File: config.mk
export PLATFORM = sky130hd
export DESIGN_NAME = dcache_wb
export DESIGN_NICKNAME = d
export VERILOG_FILES = /design/src/rtl/dcache_pkg.sv /design/src/rtl/dcache_wb_store_merge.sv /design/src/rtl/dcache_wb.sv
export SDC_FILE = /design/constraint.sdc
export NUM_CORES = 2
export LEC_CHECK = 0
export CAP_MARGIN = 15
export CELL_PAD_IN_SITES_DETAIL_PLACEMENT = 0
export CELL_PAD_IN_SITES_GLOBAL_PLACEMENT = 2
export CORE_MARGIN = 2
export CORE_UTILIZATION = 42
export DETAILED_ROUTE_END_ITERATION = 8
export PLACE_DENSITY_LB_ADDON = 0.2
export SYNTH_ARGS = -nofsm -noshare
export SYNTH_HDL_FRONTEND = slang
export SYNTH_SLANG_ARGS = --single-unit
export TNS_END_PERCENT = 50
File: constraint.sdc
create_clock -name CLK -period 49.3 [get_ports CLK]
set_input_delay 4.93 -clock CLK [delete_from_list [all_inputs] [get_ports CLK]]
set_output_delay 4.93 -clock CLK [all_outputs]
set_load 0.01 [all_outputs]
File: src/rtl/dcache_pkg.sv
// Shared types and geometry for the direct-mapped write-back data cache.
package dcache_pkg;

  localparam int OFFSET_BITS     = 4;
  localparam int BLOCK_ADDR_BITS = 32 - OFFSET_BITS;
  localparam int DEFAULT_SETS    = 8;
  localparam int INDEX_BITS      = $clog2(DEFAULT_SETS);
  localparam int TAG_BITS        = BLOCK_ADDR_BITS - INDEX_BITS;

  localparam logic [2:0] F3_SB = 3'b000;
  localparam logic [2:0] F3_SH = 3'b001;
  localparam logic [2:0] F3_SW = 3'b010;

  typedef enum logic [1:0] {
    IDLE,
    WRITEBACK,
    FETCH,
    REFILL
  } state_e;

endpackage

File: src/rtl/dcache_wb_store_merge.sv
// Merges a byte/halfword/word store into a 128-bit cache line.
module dcache_store_merge
  import dcache_pkg::*;
(
  input  logic [127:0] line,
  input  logic [1:0]   word_sel,
  input  logic [1:0]   byte_sel,
  input  logic [2:0]   funct3,
  input  logic [31:0]  wdata,
  output logic [127:0] merged
);

  logic [31:0] old_word;
  logic [31:0] new_word;

  always_comb begin
    old_word = line[{word_sel, 5'b0} +: 32];
    new_word = old_word;
    case (funct3)
      F3_SB:   new_word[{byte_sel, 3'b0} +: 8] = wdata[7:0];
      F3_SH:   new_word[{byte_sel[1], 4'b0} +: 16] = wdata[15:0];
      default: new_word = wdata;
    endcase
    merged = line;
    merged[{word_sel, 5'b0} +: 32] = new_word;
  end

endmodule

File: src/rtl/dcache_wb.sv
// Direct-mapped write-back, write-allocate data cache for the MEM stage.
// Define DCACHE_STATS_EN to add the access_count / miss_count outputs.
module dcache_wb
  import dcache_pkg::*;
#(
  parameter int SETS        = DEFAULT_SETS,
  parameter int BLOCK_WORDS = 4
) (
  input  logic         CLK,
  input  logic         RESET,
  input  logic         read,
  input  logic         write,
  input  logic [31:0]  address,
  input  logic [31:0]  writedata,
  input  logic [2:0]   funct3,
  output logic [31:0]  readdata,
  output logic         busywait,
  output logic         mem_read,
  output logic         mem_write,
  output logic [27:0]  mem_address,
  output logic [127:0] mem_writedata,
  input  logic [127:0] mem_readdata,
  input  logic         mem_busywait
`ifdef DCACHE_STATS_EN
  ,
  output logic [31:0]  access_count,
  output logic [31:0]  miss_count
`endif
);

  localparam int IDX_W = $clog2(SETS);
  localparam int TAG_W = BLOCK_ADDR_BITS - IDX_W;

  logic [IDX_W-1:0] index;
  logic [TAG_W-1:0] tag;
  logic [1:0]       word_sel;

  assign index    = address[OFFSET_BITS +: IDX_W];
  assign tag      = address[31 -: TAG_W];
  assign word_sel = address[3:2];

  logic [127:0]     data_q [SETS];
  logic [TAG_W-1:0] tag_q  [SETS];
  logic [SETS-1:0]  valid_q, valid_d;
  logic [SETS-1:0]  dirty_q, dirty_d;
  state_e           state_q, state_d;
  logic [127:0]     fill_q, fill_d;

  logic             mem_read_q, mem_read_d;
  logic             mem_write_q, mem_write_d;
  logic [27:0]      mem_address_q, mem_address_d;
  logic [127:0]     mem_writedata_q, mem_writedata_d;

  logic [127:0]     line;
  logic [127:0]     merged;
  logic             line_we;
  logic [127:0]     line_wdata;
  logic [TAG_W-1:0] line_wtag;
  logic             req;
  logic             hit;

  assign line     = data_q[index];
  assign req      = read | write;
  assign hit      = valid_q[index] && (tag_q[index] == tag);
  assign busywait = req && !(state_q == IDLE && hit);
  assign readdata = line[{word_sel, 5'b0} +: 32];

  dcache_store_merge u_merge (
    .line     (line),
    .word_sel (word_sel),
    .byte_sel (address[1:0]),
    .funct3   (funct3),
    .wdata    (writedata),
    .merged   (merged)
  );

  // NOTE: every signal driven here gets a default first so no latch is inferred.
  always_comb begin
    state_d    = state_q;
    valid_d    = valid_q;
    dirty_d    = dirty_q;
    fill_d     = fill_q;
    line_we    = 1'b0;
    line_wdata = merged;
    line_wtag  = tag;
    case (state_q)
      IDLE: begin
        if (req) begin
          if (hit) begin
            if (write) begin
              line_we        = 1'b1;
              dirty_d[index] = 1'b1;
            end
          end else if (valid_q[index] && dirty_q[index]) begin
            state_d = WRITEBACK;
          end else begin
            state_d = FETCH;
          end
        end
      end
      WRITEBACK: if (!mem_busywait) state_d = FETCH;
      FETCH: begin
        if (!mem_busywait) begin
          fill_d  = mem_readdata;
          state_d = REFILL;
        end
      end
      REFILL: begin
        line_we        = 1'b1;
        line_wdata     = fill_q;
        valid_d[index] = 1'b1;
        dirty_d[index] = 1'b0;
        state_d        = IDLE;
      end
      default: state_d = IDLE;
    endcase
  end

  // Memory-side outputs are registered from the upcoming state.
  always_comb begin
    mem_read_d      = (state_d == FETCH);
    mem_write_d     = (state_d == WRITEBACK);
    mem_address_d   = mem_address_q;
    mem_writedata_d = mem_writedata_q;
    if (state_d == FETCH) begin
      mem_address_d = address[31:4];
    end else if (state_d == WRITEBACK) begin
      mem_address_d   = {tag_q[index], index};
      mem_writedata_d = line;
    end
  end

  always_ff @(posedge CLK) begin
    if (RESET) begin
      state_q         <= IDLE;
      valid_q         <= '0;
      dirty_q         <= '0;
      mem_read_q      <= 1'b0;
      mem_write_q     <= 1'b0;
      mem_address_q   <= '0;
      mem_writedata_q <= '0;
    end else begin
      state_q         <= state_d;
      valid_q         <= valid_d;
      dirty_q         <= dirty_d;
      mem_read_q      <= mem_read_d;
      mem_write_q     <= mem_write_d;
      mem_address_q   <= mem_address_d;
      mem_writedata_q <= mem_writedata_d;
    end
  end

  // NOTE: data/tag arrays and the staging block carry no reset; valid bits guard them.
  always_ff @(posedge CLK) begin
    fill_q <= fill_d;
    if (line_we) begin
      data_q[index] <= line_wdata;
      tag_q[index]  <= line_wtag;
    end
  end

  assign mem_read      = mem_read_q;
  assign mem_write     = mem_write_q;
  assign mem_address   = mem_address_q;
  assign mem_writedata = mem_writedata_q;

`ifdef DCACHE_STATS_EN
  logic [31:0] access_count_q, access_count_d;
  logic [31:0] miss_count_q, miss_count_d;

  always_comb begin
    access_count_d = access_count_q + ((req && !busywait) ? 32'd1 : 32'd0);
    miss_count_d   = miss_count_q + ((state_q == IDLE && state_d != IDLE) ? 32'd1 : 32'd0);
  end

  always_ff @(posedge CLK) begin
    if (RESET) begin
      access_count_q <= '0;
      miss_count_q   <= '0;
    end else begin
      access_count_q <= access_count_d;
      miss_count_q   <= miss_count_d;
    end
  end

  assign access_count = access_count_q;
  assign miss_count   = miss_count_q;
`endif

endmodule

==> impl_metrics.yaml <==
synthesis:
  ys_ff_latch: 1528
  yosys.area.top_type_share: 0.681
  syn_nets: 3979
  synth_most_common_cell: "edfxtp_1"
  yosysTopAreaCell: "edfxtp_1"
  yosysUniqueCellTypes: 69
  async_flop_share: 0
  ys_seq_area_frac: 0.740
  synth_commonest_cells: "1352 x edfxtp_1, 279 x a22oi_1, 211 x nor2_1, 210 x nand2_1, 198 x clkbuf_1"
  synth-edff-count: 1352
  ys.flop_type: "edfxtp_1"
  syn_inst: 3762
  synth.area.top_cells: "edfxtp_1 68%, dfxtp_1 5.9%, a22oi_1 3.5%"
  syn_area_per_cell_sq_um: 15.8
  yosysWarnings: 0
  netlist_area_sq_um: 59600
detailed_routing:
  drt-initial-drc-count: 4956
  vias_per_cell: 6.28
  ant_nets: 0
  vias: 38800
  drc_errors: 0
  wl_per_cell_um: 34.1
  firstDrtPassIters: 6
  routed_wl_um: 210000
floorplanning:
  die_area_sq_um: 145000
  core_sq_um: 141000
  rows: 138
  dieHeight_um: 381
  io_pins: 391
  die_x_um: 381
  start_util: 0.422
timing:
  setup_violations: 0
  fin_setup_tns_ps: 0
  period_share: 0.298
  slew_headroom: 0.0761
  drv_slew: 0
  grt_setup_unrepaired: "no"
  max_freq_mhz: 68.2
  finClkSkew_ps: 45.5
  min_period_ps: 14670
  worst_pin_slew_ps: 1390
  finalHoldViolCount: 0
place:
  io_buffer_count: 390
  detailed_place_hpwl_um: 125000
  gp_congestion: 0.838
cells_and_area:
  finalNetCount: 4350
  area_growth_pct: 19.2
  finish.utilization: 0.503
  multi_input_area_sq_um: 14300
  fill_cells: 12000
  drive_above_1_share: 0.127
  seq_area_sq_um: 44100
clocking:
  cts_tree: "done"
  numClockSinks: 1528
  cts-resized-gates: 0
  h-tree-depth: 4
  post_cts_buffers: 0
  cts_buffer_depth: 3
  cts-root-buf: "clkbuf_16"
  clk_pin_slew_worst_paths_ps: 60
  numCtsBuffers: 163
  clock_latency_ps: 800
  hold_buffers: 0
setup_path:
  crit_arrival_ps: 9740
  critPathLaunchType: "input pin"
  end_kind: "output port"
  path_buf_inv: 7
  cp_slowest_stage_delay_ps: 630
  cpMostUsedCell: "buf_4"
  cp_top_family: "buffers and inverters"
  path_max_fanout: 75
  critical_path.slowest_cell: "and3b_4"
  critPathKind: "in -> out"
  cp.required_ps: 44370
  worstPathCellList: "buf_6 > buf_4 > and3b_4 > buf_4 > buf_4 > a222oi_1 > a21boi_0 > buf_4 > mux4_2 > inv_1 > clkdlybuf4s50_1"
grt:
  overflow: 0
  grt_max_degree: 126
  antenna_found_initial: 12
  grt_first_pass_wirelength_um: 291000
  grt_usage: 0.283
  grt_pass1_vias: 37200
job:
  maxCapViolCount: 0
pwr:
  p_leak_nw: 22.6
  max-vdd-ir-drop_mv: 0.0289
  power.density_nw_per_um2: 46.1
worst_hold_path:
  hp-class: "reg -> reg"
outcome:
  status: "completed"
-- state kept, by name, indices dropped and copies added, names as in the netlist, named ones only --
| register | flops |
|---|---|
| state_q | 2 |
| fill_q | 128 |
| mem_read | 1 |
| data_q | 1024 |
| mem_writedata | 128 |
| mem_write | 1 |
| valid_q | 8 |
| mem_address | 28 |
| tag_q | 200 |
-- per-layer routing --
| metal | GRT usage | part of all wire |
|---|---|---|
| met5 | 0 | 0.00042 |
| met4 | 0.0845 | 0.028 |
| met3 | 0.0637 | 0.097 |
| met2 | 0.435 | 0.46 |
| met1 | 0.404 | 0.42 |
-- logic make-up (layout without fill, tap and decap cells) --
kind of cell | after synthesis | count (layout) | share of synthesized area
fa+ha+maj | 17 | 17 | 0.00357
simple gates | 620 | 620 | 0.0508
other cells | 0 | 4 | 0
xor+xnor | 12 | 12 | 0.00176
compound gates | 1024 | 1024 | 0.131
flops | 1528 | 1528 | 0.740
mux | 226 | 226 | 0.0506
buf+inv | 335 | 847 | 0.0226
-- placed cells by master (no fill, tap or decap), types with 16 or more instances in the layout --
cell and n:
a22o_1 42, a221o_1 24, clkinv_1 29, clkbuf_1 37, clkdlybuf4s50_1 385, inv_1 49
mux2_2 99, clkbuf_16 169, o221ai_1 134, and3_1 39, a211oi_1 134, nand2_1 209
o22a_1 16, a221oi_1 108, a21oi_1 94, nor2_1 208, mux2i_1 74, o21ai_0 67
dfxtp_1 176, mux4_2 50, clkinv_2 31, a22oi_1 279, buf_4 97, and4_1 49
edfxtp_1 1352
-- layout make-up --
type                            instances  share of cell area
Inverter                               52             0.00275
Timing Repair Buffer                  489              0.0658
Antenna cell                            4            0.000141
Clock buffer                          216              0.0634
Sequential cell                      1528               0.621
Tap cell                             1890              0.0333
Multi-Input combinational cell       1899               0.202
Clock inverter                         90              0.0119
-- metrics by stage --
stage | power, mW | cell area [sq um] | setup WS (ps) | instances | hold WS (ps)
floorplan | 1.80 | 59600 | 26600 | 3762 | 420
global placement | 2.07 | 65700 | 34760 | 5858 | 434
detailed placement | 2.07 | 65700 | 34730 | 5858 | 437
CTS | 3.29 | 71000 | 34710 | 6164 | 448
global route | 3.37 | 71000 | 34570 | 6164 | 473
finish | 3.27 | 71000 | 34630 | 6168 | 448
-- where the power goes --
group / total, mW / internal [mW] / switching (mW)
sequential: 1.56 / 1.51 / 0.0508
combinational: 0.492 / 0.178 / 0.314
clock: 1.22 / 0.712 / 0.511
-- worst register-to-register path: stages (launching register included) --
cell	delay, ps
edfxtp_1	370
mux2_1	300
a221o_1	320
a222oi_1	510
xnor2_1	160
nor4_1	360
nand4_1	130
buf_4	250
o31a_1	450
nor4_2	240
buf_4	910
buf_4	910
buf_4	960
-- path summary, 6_finish.rpt --
kind / to / from / slack [ps] / cells past startpoint
hold / removal: flop / flop / 450 / 2
setup / recovery: readdata[25] / address[4] / 34630 / 11
hold reg to reg: flop / flop / 450 / 2
setup reg to reg: data_q[2][65] / tag_q[4][12] / 43020 / 12
Note: power is estimated with default switching activity, not from simulation.
